$ cat src/rtl/arb_pkg.sv
// Shared widths and FSM state type for the round-robin decode arbiter.
package arb_pkg;

  localparam int IDXW = 4;
  localparam int N    = 2 ** IDXW;

  typedef enum logic {
    ST_IDLE  = 1'b0,
    ST_GRANT = 1'b1
  } state_t;

endpackage

$ cat src/rtl/dec4x16_en.sv
// 4-to-16 one-hot decoder with enable; all outputs low when disabled.
module dec4x16_en
  import arb_pkg::*;
(
  input  logic            en,
  input  logic [IDXW-1:0] idx,
  output logic [N-1:0]    onehot
);

  always_comb begin
    onehot = '0;
    if (en) onehot[idx] = 1'b1;
  end

endmodule

$ cat src/rtl/rr_dec_arbiter.sv
// Round-robin arbiter over 16 requesters: registered winner index, decoded to a
// one-hot grant, held until release, request drop or hold timeout.
module rr_dec_arbiter
  import arb_pkg::*;
#(
  parameter int MAX_HOLD = 8
) (
  input  logic            clk,
  input  logic            rst,
  input  logic [N-1:0]    req,
  // owner-done strobe; "release" is a reserved word so it is named rel here
  input  logic            rel,
  output logic [N-1:0]    gnt,
  output logic [IDXW-1:0] gnt_idx,
  output logic            gnt_vld,
  output logic            timeout
);

  localparam int HW = (MAX_HOLD > 1) ? $clog2(MAX_HOLD + 1) : 1;
  localparam logic [HW-1:0] HOLD_LAST = HW'(MAX_HOLD - 1);

  state_t          state, state_nxt;
  logic [IDXW-1:0] ptr, ptr_nxt;
  logic [IDXW-1:0] idx_nxt;
  logic [HW-1:0]   hold_cnt, hold_nxt;
  logic            timeout_nxt;
  logic [N-1:0]    rot;
  logic [IDXW-1:0] pos;
  logic [IDXW-1:0] winner;

  // Rotate so ptr lands on bit 0, take the lowest set bit, then undo the rotation.
  always_comb begin
    rot = N'({req, req} >> ptr);
    pos = '0;
    for (int i = N - 1; i >= 0; i--) begin
      if (rot[i]) pos = IDXW'(i);
    end
    winner = ptr + pos;
  end

  always_comb begin
    state_nxt   = state;
    ptr_nxt     = ptr;
    idx_nxt     = gnt_idx;
    hold_nxt    = hold_cnt;
    timeout_nxt = 1'b0;
    case (state)
      ST_IDLE: begin
        if (|req) begin
          idx_nxt   = winner;
          hold_nxt  = '0;
          state_nxt = ST_GRANT;
        end
      end
      ST_GRANT: begin
        // A release or request drop wins over the timeout on the same edge.
        if (rel || !req[gnt_idx]) begin
          state_nxt = ST_IDLE;
          ptr_nxt   = gnt_idx + 1'b1;
        end else if (hold_cnt == HOLD_LAST) begin
          state_nxt   = ST_IDLE;
          ptr_nxt     = gnt_idx + 1'b1;
          timeout_nxt = 1'b1;
        end else begin
          hold_nxt = hold_cnt + 1'b1;
        end
      end
    endcase
  end

  always_ff @(posedge clk or posedge rst) begin
    if (rst) begin
      state    <= ST_IDLE;
      ptr      <= '0;
      gnt_idx  <= '0;
      hold_cnt <= '0;
      timeout  <= 1'b0;
    end else begin
      state    <= state_nxt;
      ptr      <= ptr_nxt;
      gnt_idx  <= idx_nxt;
      hold_cnt <= hold_nxt;
      timeout  <= timeout_nxt;
    end
  end

  assign gnt_vld = (state == ST_GRANT);

  dec4x16_en u_dec (
    .en     (gnt_vld),
    .idx    (gnt_idx),
    .onehot (gnt)
  );

  a_gnt_onehot0: assert property (@(posedge clk) disable iff (rst) $onehot0(gnt));

endmodule

$ cat config.mk
export PLATFORM = sky130hd
export DESIGN_NAME = rr_dec_arbiter
export DESIGN_NICKNAME = d
export VERILOG_FILES = /design/src/rtl/arb_pkg.sv /design/src/rtl/dec4x16_en.sv /design/src/rtl/rr_dec_arbiter.sv
export SDC_FILE = /design/constraint.sdc
export NUM_CORES = 1
export LEC_CHECK = 0
export CAP_MARGIN = 20
export CORE_MARGIN = 10
export CORE_UTILIZATION = 50
export DETAILED_ROUTE_END_ITERATION = 10
export GPL_TIMING_DRIVEN = 0
export PLACE_DENSITY = 0.74
export SETUP_SLACK_MARGIN = 0.1
export SYNTH_ARGS = -nofsm -noshare
export SYNTH_HDL_FRONTEND = slang
export SYNTH_SLANG_ARGS = --single-unit
$ cat constraint.sdc
create_clock -name clk -period 4.1 [get_ports clk]
set_clock_uncertainty 0.1 [all_clocks]
set_input_delay 1.23 -clock clk [delete_from_list [all_inputs] [get_ports clk]]
set_output_delay 1.23 -clock clk [all_outputs]
set_load 0.05 [all_outputs]
======== Word level (Yosys, flattened, before mapping) ========
Index checks and enable logic that the tools add are counted.
W data, S select, Z words.
word-level totals
  register bits ........................... 14
  bits of input ports ..................... 19
  output and inout bits ................... 22
operators by class
  $add $sub $neg .......................... 3
  order comparisons ....................... 2
  equal/unequal tests ..................... 4
  shift operators ......................... 1
  mux-type cells .......................... 34
  bitwise operators ....................... 1
  reductions and logical operators ........ 8
operators with widths
  operator               count
  $mux W4                21
  $shr A32 B4 Y16        1
  $mux W16               1
  $reduce_or A16 Y1      1
  $add A4 B1 Y4 const B  2
  $mux W1                8
  $pmux W4 S2            1
  $ne A2 B2 Y1 const B   3
  $lt A4 B5 Y1 const B   1
  $add A4 B4 Y4          1
  $bmux W1 S4            1
  $demux W1 S4           1
  $eq A4 B3 Y1 const B   1
  $ge A4 B1 Y1 const B   1
  $reduce_and A2 Y1      2
  $reduce_and A3 Y1      1
  $pmux W1 S2            1
  $reduce_bool A2 Y1     1
  $logic_and A1 B1 Y1    1
  $logic_not A1 Y1       1
  $logic_or A1 B1 Y1     1
  $not A1 Y1             1

======== Longest topological paths before layout ========
  depth in word-level cells ............... 18
  mapped depth ............................ 15
  gate-level depth less buffers ........... 13

======== Cells and area by module ========
Synthesis repeated with hierarchy kept, for this count alone.
unflattened totals
  cells, all modules ...................... 251
  area total of the unflattened synthesis .. 2168.3 um^2
modules (own cells, without submodules)
  module          instances  cells each  area each (um^2)  sequential area each (um^2)
  rr_dec_arbiter  1          228         2050.7            350.3
  dec4x16_en      1          23          117.6             0.0

======== Worst setup path after synthesis ========
Ideal clock, no wire load.
  path kind ............................... input to register
  start ................................... input port req[3]
  end ..................................... register gnt_idx[3]
  setup time .............................. 0.152 ns
  arrival time ............................ 3.963 ns
  slack ................................... -0.115 ns
  stages .................................. 13
  path buffers ............................ 0
  cells stage by stage .................... mux4_1 mux2_2 or3b_2 o21a_1 o21ai_0 a221o_1 o2111a_1 ha_1 a21o_1 a21oi_1 xnor2_1 xnor2_1 a21oi_1
on the way
  word-level cells in the longest chain between the ends .. 18
  elaborated cells between the ends (all ways) .. 20
  those cells by class .................... 1 x add/sub; 1 x shift; 16 x mux; 2 x reduce/logical
RTL lines
  what                    RTL line              text
  start: declaration      rr_dec_arbiter.sv:10  input logic [N-1:0] req,
  $shr A32 B4 Y16         rr_dec_arbiter.sv:33  rot = N'({req, req} >> ptr);
  $mux W4 (16 in series)  rr_dec_arbiter.sv:36  if (rot[i]) pos = IDXW'(i);
  $add A4 B4 Y4           rr_dec_arbiter.sv:38  winner = ptr + pos;
  end signal: assignment  rr_dec_arbiter.sv:81  gnt_idx <= idx_nxt;
  end: declaration        rr_dec_arbiter.sv:14  output logic [IDXW-1:0] gnt_idx,
Several ways; a longest one is shown, not always the timed one.
A chain may end at the register's enable or synchronous reset.

======== Final worst setup path ========
  start ................................... input port req[11]
  end ..................................... register gnt_idx[3]
Same word-level chain as after synthesis.

==> metrics.md <==
| Metric | Value |
|---|---|
| Outcome | `finished clean` |
| Number of synthesized flops with an enable pin | `0` |
| Yosys cell types | `52` |
| NumNets Final | `~300` |
| Async set-reset flop share out of synthesis | `1.00` |
| Post-route cell area | `2800 µm²` |
| Final core occ | `0.694` |
| Crit share post-route | `0.986` |
| Sequential element share of the synthesized area | `0.168` |
| Final Max Tran Viols | `0` |
| CTS Buffer Depth | `2` |
| R2r setup slk | `0.40 ns` |
| Register bit total from synthesis | `14` |
| Pin count of the biggest net entering global routing | `15` |
| Final Hold Fails | `0` |
| Vias | `a little under 2k` |
| CTS root buf | `clkbuf_8` |
| CP endpoint kind | `flip-flop` |
| Post-Syn Area | `2090 µm²` |
| Final setup viols | `0` |
| FILL cells | `approximately 330` |
| Gpl congestion | `0.894` |
| Layout area overhead | `34.0%` |
| Post-Synthesis Net Count | `239` |
| Dpl cells | `301` |
| Slowest stage cell, crit path | `mux4_2` |
| CP Cell Sequence | `buf_8 > mux4_2 > mux2_4 > or3b_4 > o21a_1 > o21ai_1 > a221o_1 > o2111a_1 > ha_1 > a21o_1 > a21oi_2 > xnor2_1 > xnor2_1 > a21oi_1` |
| Setup repair after global routing missed its margin | `true` |
| Die width | `84.6 µm` |
| WP data required | `4.10 ns` |
| DRT Pass-1 Iters | `5` |
| Seq. cell area | `approximately 350 µm²` |
| CTS sink cnt | `14` |
| Wire per inst | `roughly 19 µm` |
| H-tree level count | `1` |
| Final HPWL DP | `4.55 mm` |
| Iteration-0 DRC Markers | `110` |
| Die area | `7160 µm²` |
| Pleak | `~1.1 nW` |
| Row cnt | `23` |
| CP most frequent cell | `xnor2_1` |
| Final WL | `5.98 mm` |
| Clock Latency Late Sink | `between 0.2 and 0.25 ns` |
| CTS Buf Count | `3` |
| TNS Setup | `0 ns` |
| R2R cell count | `15` |
| Post-route DRC | `0` |
| Worst slew pin tran | `0.851 ns` |
| Global-route wire length before repair | `between 10 and 15 mm` |
| Worst-path clk slew | `0.06 ns` |
| Setup WS pre-CTS | `-0.767 ns` |
| Overflow after GRT | `0` |
| CP arrival | `4.04 ns` |
| Ys Warns | `0` |
| Vias in the first global route | `2,055` |
| CP startpoint kind | `input port` |
| Fin Hold WS | `0.374 ns` |
| # hold bufs at CTS | `0` |
| Worst-path maximum fanout | `6` |
| Via density | `just over 6` |
| N_diodes | `0` |
| Core area | `between 4000 and 5000 µm²` |
| Slew headroom | `0.425` |
| VDD IR max | `a little under 500 µV` |
| Multi-input gate area | `~1700 µm²` |
| Io pins | `between 40 and 50` |
| Hold WC Path Type | `flip-flop to flip-flop` |
| Min cycle time layout | `4.04 ns` |
| Starting Density | `0.518` |
| Critical path class | `input port to flip-flop` |
| Max-cap violation count | `0` |
| Most used DFF post-synth | `dfrtp_1` |
| Fmax achieved | `247 MHz` |
| Fin worst setup slack | `0.0566 ns` |
| Die H | `84.6 µm` |
| Initial antenna violation count | `0` |
| Port Buf Inserts | `40` |
| Non-filler instance count after layout | `roughly 320` |
| Power per cell area | `934 nW/µm²` |
| GRT Total Usage | `0.164` |
| Routed Antenna Nets | `0` |
| Cells after synthesis | `211` |
| Syn Area/Cell | `9.90 µm²` |
| Crit-path max cell delay | `0.50 ns` |
| Hold depth | `1` |
| CTS tree | `yes` |
| Ratio of cells with drive above 1 in the final layout | `0.354` |
| Overall Power | `between 2 and 3 mW` |
| DP Area | `2560 µm²` |
-- flip-flops by register name, indices dropped and copies added (netlist names) --
signal	cells
gnt_idx	4
ptr	4
timeout	1
gnt_vld	1
hold_cnt	4
-- worst max-delay path: cells and delay by family --
family	cells	cell delay [ns]
compound gates	7	1.00
mux	2	0.80
buf+inv	1	0.10
simple gates	1	0.40
fa+ha+maj	1	0.22
xor+xnor	2	0.29
-- cell usage after synthesis, types with 5 or more instances --
cell type	n	area, µm²
mux2_2	8	90.1
nor3_1	5	25.0
nor2_1	9	33.8
dfrtp_1	14	350
mux2i_1	14	140
a21oi_1	11	55.1
nand2_1	17	63.8
ha_1	8	100
mux4_2	9	203
mux4_1	12	315
clkbuf_1	6	22.5
and2_1	17	106
o21ai_0	13	65.1
nand3_1	5	25.0
inv_1	8	30.0
-- layer usage --
layer,part of all wire,vias to the layer above,track usage
met2,0.51,93,0.294
met4,0.015,0,0.0509
met5,0,-,0
met3,0.061,8,0.0280
li1,-,931,-
met1,0.41,948,0.193
-- placed cells by master (no fill, tap or decap), types with 3 or more instances in the layout --
cell type	count
mux2i_4	5
o21ai_0	9
nand3_1	5
xnor2_1	4
buf_4	21
ha_1	7
mux2i_2	4
or2_2	3
nand2_1	16
nor4_1	4
inv_1	8
nor2_1	9
mux2_4	5
and2_1	17
mux2_2	4
clkdlybuf4s50_1	24
o21ai_1	4
buf_2	7
clkbuf_1	6
mux2i_1	5
clkbuf_8	3
a21oi_1	10
dfrtp_1	14
mux4_2	19
buf_6	7
nor3_1	5
-- where the power goes --
group / internal (mW) / total [mW] / leakage, nW / switching [mW]
clock: 0.0650 / 0.113 / 0.0216 / 0.0479
combinational: 1.06 / 2.24 / 0.956 / 1.19
sequential: 0.196 / 0.258 / 0.170 / 0.0623
total: 1.32 / 2.61 / 1.15 / 1.30
-- logic make-up (layout without fill, tap and decap cells) --
family | count (synthesis) | in the layout | share of synthesized area
xor+xnor | 5 | 5 | 0.0210
simple gates | 74 | 74 | 0.193
compound gates | 44 | 44 | 0.142
mux | 44 | 44 | 0.365
buf+inv | 21 | 81 | 0.0533
flops | 14 | 14 | 0.168
fa+ha+maj | 9 | 9 | 0.0575
-- cell type report --
type,count,area share
clock buffers,3,0.0148
plain buffers,12,0.0282
inverters,9,0.0121
multi-input cells,176,0.615
well taps,50,0.0224
repair buffers,57,0.182
flip-flops and latches,14,0.125
-- worst paths after layout --
path                                          from                     end
setup / recovery                           req[11]  gnt_idx[3]$_DFFE_PP0P_
hold / removal             hold_cnt[3]$_DFFE_PP0P_       timeout$_DFF_PP0_
setup reg to reg                ptr[1]$_DFFE_PP0P_  gnt_idx[3]$_DFFE_PP0P_
hold reg to reg            hold_cnt[3]$_DFFE_PP0P_       timeout$_DFF_PP0_
max in group asynchronous                      rst      ptr[2]$_DFFE_PP0P_
min in group asynchronous                      rst       timeout$_DFF_PP0_
-- timing repair --
action / in CTS / in global routing
buffers inserted: 14 / 3
gates resized for setup: 98 / 22
endpoints found under the setup margin: 3 / 3
pin swaps: 13 / 11
Note: power is estimated with default switching activity, not from simulation.
